$ cat src/rtl/step_sequencer_pkg.sv
`default_nettype none
// ============================================================================
//  Module      : seq_pkg
//  Description : Shared types and helpers for the step sequencer.
//                - state_t : sequencer run state
//                - step_w / track_w : address widths for the pattern store
//                - DEFAULT_GATE_CYCLES : 100 ms gate at the 50 MHz system clock
//  Revision    : 1.0 - initial release
// ============================================================================
package seq_pkg;

    localparam int CLK_HZ              = 50_000_000;
    localparam int GATE_MS             = 100;
    localparam int DEFAULT_GATE_CYCLES = (CLK_HZ / 1000) * GATE_MS;

    typedef enum logic [1:0] {
        ST_IDLE  = 2'd0,
        ST_RUN   = 2'd1,
        ST_PAUSE = 2'd2
    } state_t;

    // Address width for n entries; a single-entry store still gets one bit
    // so that port declarations never collapse to zero width.
    function automatic int clog2_min1(input int n);
        return (n > 1) ? $clog2(n) : 1;
    endfunction

    function automatic int step_w(input int num_steps);
        return clog2_min1(num_steps);
    endfunction

    function automatic int track_w(input int num_tracks);
        return clog2_min1(num_tracks);
    endfunction

endpackage : seq_pkg
`default_nettype wire

$ cat src/rtl/step_sequencer_gate_timer.sv
`default_nettype none
// ============================================================================
//  Module      : gate_timer
//  Description : Shared gate timer for all tracks. A load latches the track
//                mask into the gate register and starts a GATE_CYCLES-long
//                window; a new load before expiry replaces the mask and
//                restarts the window, so retriggered tracks stay high.
//  Ports       : clk, reset    - clock, synchronous active-high reset
//                clear         - synchronous clear (sequencer stop)
//                load          - start a gate window with mask
//                mask          - per-track gate enables for this window
//                gate          - registered gate outputs
//  Revision    : 1.0 - initial release
// ============================================================================
module gate_timer
    import seq_pkg::*;
#(
    parameter int NUM_TRACKS  = 4,
    parameter int GATE_CYCLES = DEFAULT_GATE_CYCLES
) (
    input  logic                  clk,
    input  logic                  reset,
    input  logic                  clear,
    input  logic                  load,
    input  logic [NUM_TRACKS-1:0] mask,
    output logic [NUM_TRACKS-1:0] gate
);

    localparam int             CNT_W  = (GATE_CYCLES > 1) ? $clog2(GATE_CYCLES) : 1;
    // The load cycle itself is the first high cycle, so the counter starts
    // one short and the gate drops on the edge after it reaches zero.
    localparam logic [CNT_W-1:0] RELOAD = CNT_W'(GATE_CYCLES - 1);

    logic [CNT_W-1:0]      cnt_q,  cnt_d;
    logic [NUM_TRACKS-1:0] gate_q, gate_d;

    always_ff @(posedge clk) begin
        if (reset) begin
            cnt_q  <= '0;
            gate_q <= '0;
        end else begin
            cnt_q  <= cnt_d;
            gate_q <= gate_d;
        end
    end

    always_comb begin
        cnt_d  = cnt_q;
        gate_d = gate_q;
        if (clear) begin
            cnt_d  = '0;
            gate_d = '0;
        end else if (load) begin
            cnt_d  = RELOAD;
            gate_d = mask;
        end else if (cnt_q != '0) begin
            cnt_d  = cnt_q - CNT_W'(1);
        end else begin
            gate_d = '0;
        end
    end

    assign gate = gate_q;

endmodule : gate_timer
`default_nettype wire

$ cat src/rtl/step_sequencer.sv
`default_nettype none
// ============================================================================
//  Module      : step_sequencer
//  Description : Pattern step sequencer. Each BPM tick seen while running
//                fires the next step of a NUM_STEPS x NUM_TRACKS on/off
//                pattern: a one-cycle trigger plus a fixed-length gate for
//                every active track, and a step index / beat indicator for
//                the display.
//  Ports       : clk, reset         - clock, synchronous active-high reset
//                tick               - one-cycle step pulse
//                play               - level, run (1) / pause (0)
//                stop               - one-cycle stop-and-rewind pulse
//                wr_en/wr_step/wr_track/wr_val - pattern cell write
//                step_idx           - most recently fired step
//                trig, gate         - per-track trigger and gate
//                beat_led           - last fired step was even
//                running            - sequencer is in RUN
//  Revision    : 1.0 - initial release
// ============================================================================
module step_sequencer
    import seq_pkg::*;
#(
    parameter int NUM_STEPS   = 16,   // power of two, >= 2
    parameter int NUM_TRACKS  = 4,
    parameter int GATE_CYCLES = DEFAULT_GATE_CYCLES
) (
    input  logic                             clk,
    input  logic                             reset,
    input  logic                             tick,
    input  logic                             play,
    input  logic                             stop,
    input  logic                             wr_en,
    input  logic [step_w(NUM_STEPS)-1:0]     wr_step,
    input  logic [track_w(NUM_TRACKS)-1:0]   wr_track,
    input  logic                             wr_val,
    output logic [step_w(NUM_STEPS)-1:0]     step_idx,
    output logic [NUM_TRACKS-1:0]            trig,
    output logic [NUM_TRACKS-1:0]            gate,
    output logic                             beat_led,
    output logic                             running
);

    localparam int STEP_W = step_w(NUM_STEPS);

    // ------------------------------------------------------------------
    // State
    // ------------------------------------------------------------------
    state_t                state_q, state_d;
    logic [STEP_W-1:0]     ptr_q, ptr_d;          // next step to fire
    logic [STEP_W-1:0]     step_idx_q, step_idx_d;
    logic                  beat_led_q, beat_led_d;
    logic [NUM_TRACKS-1:0] trig_q, trig_d;
    logic [NUM_TRACKS-1:0] pattern_q [NUM_STEPS];
    logic [NUM_TRACKS-1:0] pattern_d [NUM_STEPS];

    logic                  fire;
    logic [NUM_TRACKS-1:0] fire_mask;

    // ------------------------------------------------------------------
    // Register process
    // ------------------------------------------------------------------
    always_ff @(posedge clk) begin
        if (reset) begin
            state_q    <= ST_IDLE;
            ptr_q      <= '0;
            step_idx_q <= '0;
            beat_led_q <= 1'b0;
            trig_q     <= '0;
            for (int s = 0; s < NUM_STEPS; s++) begin
                pattern_q[s] <= '0;
            end
        end else begin
            state_q    <= state_d;
            ptr_q      <= ptr_d;
            step_idx_q <= step_idx_d;
            beat_led_q <= beat_led_d;
            trig_q     <= trig_d;
            for (int s = 0; s < NUM_STEPS; s++) begin
                pattern_q[s] <= pattern_d[s];
            end
        end
    end

    // ------------------------------------------------------------------
    // Next-state process
    // ------------------------------------------------------------------
    always_comb begin
        state_d = state_q;
        if (stop) begin
            state_d = ST_IDLE;
        end else begin
            unique case (state_q)
                ST_IDLE:  if (play)  state_d = ST_RUN;
                ST_RUN:   if (!play) state_d = ST_PAUSE;
                ST_PAUSE: if (play)  state_d = ST_RUN;
                default:             state_d = ST_IDLE;
            endcase
        end
    end

    // ------------------------------------------------------------------
    // Step firing and pattern store
    // ------------------------------------------------------------------
    // Only a tick seen while already in RUN fires; a tick arriving in the
    // cycle play rises is dropped because state_q is still IDLE/PAUSE.
    // The fire reads pattern_q, so a write to the same cell this cycle is
    // only seen on the next pass.
    assign fire      = (state_q == ST_RUN) && tick && !stop;
    assign fire_mask = pattern_q[ptr_q];

    always_comb begin
        ptr_d      = ptr_q;
        step_idx_d = step_idx_q;
        beat_led_d = beat_led_q;
        trig_d     = '0;
        for (int s = 0; s < NUM_STEPS; s++) begin
            pattern_d[s] = pattern_q[s];
        end

        if (stop) begin
            ptr_d      = '0;
            step_idx_d = '0;
            beat_led_d = 1'b0;
        end else if (fire) begin
            trig_d     = fire_mask;
            step_idx_d = ptr_q;
            beat_led_d = ~ptr_q[0];
            // NUM_STEPS is a power of two, so the increment wraps on its own.
            ptr_d      = ptr_q + STEP_W'(1);
        end

        if (wr_en && (int'(wr_track) < NUM_TRACKS)) begin
            pattern_d[wr_step][wr_track] = wr_val;
        end
    end

    // ------------------------------------------------------------------
    // Gate generation
    // ------------------------------------------------------------------
    gate_timer #(
        .NUM_TRACKS  (NUM_TRACKS),
        .GATE_CYCLES (GATE_CYCLES)
    ) u_gate_timer (
        .clk   (clk),
        .reset (reset),
        .clear (stop),
        .load  (fire),
        .mask  (fire_mask),
        .gate  (gate)
    );

    // ------------------------------------------------------------------
    // Output process
    // ------------------------------------------------------------------
    always_comb begin
        running  = (state_q == ST_RUN);
        step_idx = step_idx_q;
        beat_led = beat_led_q;
        trig     = trig_q;
    end

endmodule : step_sequencer
`default_nettype wire
$ cat config.mk
export PLATFORM = sky130hd
export DESIGN_NAME = step_sequencer
export DESIGN_NICKNAME = d
export VERILOG_FILES = /design/src/rtl/step_sequencer_pkg.sv /design/src/rtl/step_sequencer_gate_timer.sv /design/src/rtl/step_sequencer.sv
export SDC_FILE = /design/constraint.sdc
export NUM_CORES = 1
export LEC_CHECK = 0
export CAP_MARGIN = 20
export CORE_ASPECT_RATIO = 0.7
export CORE_MARGIN = 4
export CORE_UTILIZATION = 45
export DETAILED_ROUTE_END_ITERATION = 6
export GPL_TIMING_DRIVEN = 0
export PLACE_DENSITY_LB_ADDON = 0.25
export REMOVE_ABC_BUFFERS = 1
export SLEW_MARGIN = 20
export SYNTH_ARGS = -nofsm -noshare
export SYNTH_HDL_FRONTEND = slang
export SYNTH_SLANG_ARGS = --single-unit
$ cat constraint.sdc
create_clock -name clk -period 4.61 [get_ports clk]
set_clock_uncertainty 0.05 [all_clocks]
set_input_delay 1.383 -clock clk [delete_from_list [all_inputs] [get_ports clk]]
set_output_delay 1.383 -clock clk [all_outputs]
set_load 0.01 [all_outputs]
# After elaboration in Yosys (flattened, before gate mapping)
# Memory sizes are Yosys's and may differ from the RTL's. A register that Yosys moved wholly into a read port is not among the register bits.
# Cells that the tools add are included.
# totals
inputBits	13
ramBits	64
register_bits	42
n_memories	1
# op_classes
n_eq_ne	5
n_reduce_logical	13
muxes	34
n_bitwise	19
n_addsub	2
n_lt_le_gt_ge	4
# mem_list
memory	depth	width	read_ports	rd_clocked_by_memory_dff	wr	line_no	text
pattern_q	16	4	17	1	16	step_sequencer.sv:53	logic [NUM_TRACKS-1:0] pattern_q [NUM_STEPS];
# ops
operator	n
2-to-1 mux 4 bit	21
bitwise mux 64 bit	1
2-to-1 mux 64 bit	1
2-to-1 mux 23 bit	2
nonzero test 23 bit	1
subtractor 23 x 1 -> 23 bit (second input constant)	1
demux 4 bit (select 4 bit)	1
OR 1 bit	16
OR reduction 3 bit	2
>= comparator 5 bit (second input constant)	1
less-than comparator 5 x 1 -> 1 bit (second input constant)	1
inverter 4 -> 5 bit	1
adder 4 x 1 -> 4 bit (second input constant)	1
logical AND 1 bit	4
2-to-1 mux 1 bit	4
2-to-1 mux 2 bit	2
!= test 2 bit (second input constant)	2
one-hot mux 2 bit (2 select lines)	1
OR reduction 2 bit	2
less-than comparator 2 x 3 -> 1 bit (second input constant)	1
demux 1 bit (select 2 bit)	1
equality test 2 x 1 -> 1 bit (second input constant)	1
equality test 2 bit (second input constant)	1
>= comparator 2 x 1 -> 1 bit (second input constant)	1
6 further kinds	7

# Logic depth before layout (Yosys ltp)
# logic_depth
ltp_word	9
mapped_depth	9
ltp_nobuf	7

# Hierarchy
# From an unflattened synthesis, not the netlist that was laid out.
# unflattened
hier_cells	597
area_unflattened_um2	5509.0
# by_module_without_submodules
mod	n_inst	cells_per_inst	seq_area_each_um2	area_per_inst_um2
step_sequencer	1	430	1641.6	4035.1
gate_timer	1	167	540.5	1473.9

# Least setup slack after synthesis
# Ideal clock, no wire load.
# synth_path
path_type	input to register
from	input port wr_step[1]
to	memory pattern_q[0][2]
setup_ns	0.128
path_stages	4
t_arrival_ns	2.371
slack_ns	2.062
t_required_ns	4.432
cell_sequence	nor4_1 -> nand2_1 -> mux2i_1 -> nor2_1
# synth_rtl
item	line_no	text
from (decl)	step_sequencer.sv:33	input logic [step_w(NUM_STEPS)-1:0] wr_step,
to (decl)	step_sequencer.sv:53	

# Final worst setup path
# layout_path
from	input port tick
to	register ptr_q[3]
# layout_via
elab_chain_cells	2
# layout_rtl
item	line_no	text
from (decl)	step_sequencer.sv:29	input logic tick,
logical AND 1 bit (2 in a row)	step_sequencer.sv:108	assign fire = (state_q == ST_RUN) && tick && !stop;
to (signal assigned)	step_sequencer.sv:74	ptr_q <= ptr_d;
to (decl)	step_sequencer.sv:49	logic [STEP_W-1:0] ptr_q, ptr_d;
# No other way between the ends.
# A chain may end at the register's enable or synchronous reset.

==> flow_summary_export.csv <==
group,metric,value,unit
setup_path,critPathLaunch,"tick",
setup_path,arrival,3.32,ns
timing,final.setup.tns,0,ns
cts,clk_latency,0.34,ns
timing,rsz0062_at_grt,"no",
routing,wire_per_inst,16.25,um
layout,fin_util,0.5156,
cts,clockBufferDepth,2,
die,rows,32,
routing,dr_total_vias,4111,
flow_run,cap_violations,0,
timing,worst_slew_pin_slew,1.031,ns
layout,fill_cells,1008,
power_and_ir_drop,p_total,3076,uW
routing,ant_nets,0,
routing,drc_errors,0,
yosys,ys_types,54,
layout,multiInputGateArea,2731,um2
routing,first_iter_violations,408,
placement,io_buffers,26,
setup_path,required,4.76,ns
yosys,synth.area.top_cells,"dfxtp_1 (43%), mux2i_1 (8.7%), mux4_2 (7.1%)",
grt,antenna_found_initial,0,
yosys,yosysTopAreaCell,"dfxtp_1",
timing,finalSetupViolCount,0,
routing,first_pass_iters,5,
timing,fmax,0.3162,GHz
die,die_area,13050,um2
grt,grt_pass1_vias,3699,
setup_path,cp-start-kind,"primary input",
layout,n_antenna_cell,0,
layout,layout-drive-gt1-share,0.1034,
cts,cts_resized,0,
power_and_ir_drop,leakagePower,0.002170,uW
setup_path,crit-reg2reg-launch,"u_gate_timer.cnt_q[0]",
placement,place_area,5390,um2
yosys,synth_top_area_frac,0.4305,
setup_path,criticalPathCategory,"in2reg",
grt,grt_max_degree,67,
layout,final_common_cell,"dfxtp_1",
power_and_ir_drop,power_density,541.9,nW/um2
die,die_h,96.80,um
yosys,synth.cell_area,5069,um2
cts,post_cts_buffers,0,
timing,max-slew-margin-rel,0.3103,
power_and_ir_drop,irDropWorstVdd,0.0003860,V
die,die_x,134.9,um
yosys,synth-seq-cells,109,
placement,gp_congestion,0.8528,
routing,routed_wl,11910,um
grt,track_usage,0.1839,
die,start_util,0.4603,
layout,nNetsFinal,591,
layout,ff_latch_area,2183,um2
timing,finalCritPeriodShare,0.6861,
routing,avgViaCountPerCell,5.608,
placement,dp_slack,1.048,ns
cts,ctsHoldBuffers,0,
setup_path,path_max_fanout,9,
cts,clkTransAtPathRegs,0.07,ns
cts,clockRootBuffer,"clkbuf_16",
timing,worst_slack,1.447,ns
layout,design_area,5677,um2
timing,maxSlewViolCount,0,
worst_hold_path,hp-start,"pattern_q[15][2]",
yosys,synth_edf_count,0,
layout,syn2layout_area_growth,12.00,%
die,core,11010,um2
yosys,synth_ff_type,"dfxtp_1",
cts,cts_tree,"built",
yosys,synth.avg_cell_area,8.830,um2
cts,cts_buffers,9,
placement,dp_hpwl,8126,um
layout,mostFrequentLayoutCells,"dfxtp_1 (108), nand2_1 (88), nor2_1 (85)",
yosys,synthCells,574,
yosys,async_reset_ff_frac,0,
timing,finalCriticalPeriod,3.163,ns
worst_hold_path,min_path_type,"reg2reg",
run_status,outcome,"finished, final reports clean",
yosys,ys_seq_area_frac,0.4305,
timing,hold_violations,0,
yosys,ys_warn_count,0,
cts,clock-sinks,109,
grt,grt_pass1_wl,19320,um
cts,htreeDepth,3,
setup_path,cp-end-kind,"flop",
grt,overflow,0,
die,io_pins,27,
## per-stage QoR
step	std cells	hold slack [ns]
2_1_floorplan	536	0.3771
3_3_place_gp	715	0.3950
3_5_place_dp	717	0.3977
4_1_cts	733	0.4072
5_1_grt	733	0.4317
6_report	733	0.4055
## cells in the mapped netlist, drive strengths merged, types with 6 or more instances
cell	instances
dfxtp	109
nand2	89
nor2	85
mux2i	44
a21oi	42
clkbuf	32
o21ai	20
mux4	16
nand3	15
nor3	11
or2	8
xnor2	8
a31oi	7
nand2b	7
or3	7
xor2	7
buf	6
nor4	6
## critical path, cell delays in order
cell and delay, ns:
clkdlybuf4s50_1 0.53, nand3b_2 0.25, nor2_1 0.72, nand4_1 0.19, xor2_1 0.17, nor2_1 0.07
## per-layer routing
layer	GRT usage	wire, um
met5	0	0
met4	0.03756	90
met3	0.04210	666
met2	0.2597	5135
met1	0.2857	6021
## path summary, 6_finish.rpt
path	end	slack [ns]	depth (start not counted)
max	ptr_q[3]	1.45	6
min	pattern_q[15][2]	0.41	2
max reg2reg	u_gate_timer.cnt_q[1]	2.14	7
min reg2reg	pattern_q[15][2]	0.41	2
## state kept, by name (all words and copies together), names as in the netlist, named ones only
signal / count
state_q: 2
step_idx: 4
trig: 4
pattern_q: 64
u_gate_timer.gate: 4
ptr_q: 4
u_gate_timer.cnt_q: 23
## cell type report
| class | instances | area share |
|---|---|---|
| Inverter | 3 | 0.001984 |
| Clock buffer | 12 | 0.04518 |
| Clock inverter | 4 | 0.003967 |
| Sequential cell | 109 | 0.3846 |
| Timing Repair Buffer | 28 | 0.04937 |
| Multi-Input combinational cell | 424 | 0.4812 |
| Tap cell | 153 | 0.03372 |
## power breakdown
| group | total, uW | internal, uW | switching, uW |
|---|---|---|---|
| registers | 1150 | 1040 | 114 |
| clock network | 730 | 394 | 336 |
| logic | 1200 | 498 | 700 |
| total | 3080 | 1930 | 1150 |
## logic make-up after synthesis
kind of cell | Yosys count | share of synthesized area
multiplexers | 61 | 0.1602
AO/OA/AOI/OAI | 87 | 0.09924
buffers and inverters | 41 | 0.03283
XOR/XNOR | 15 | 0.02592
adder cells (fa/ha/maj) | 3 | 0.007406
flip-flops | 109 | 0.4305
AND/OR/NAND/NOR | 258 | 0.2439
No activity file was read; power rests on OpenSTA's default activity.
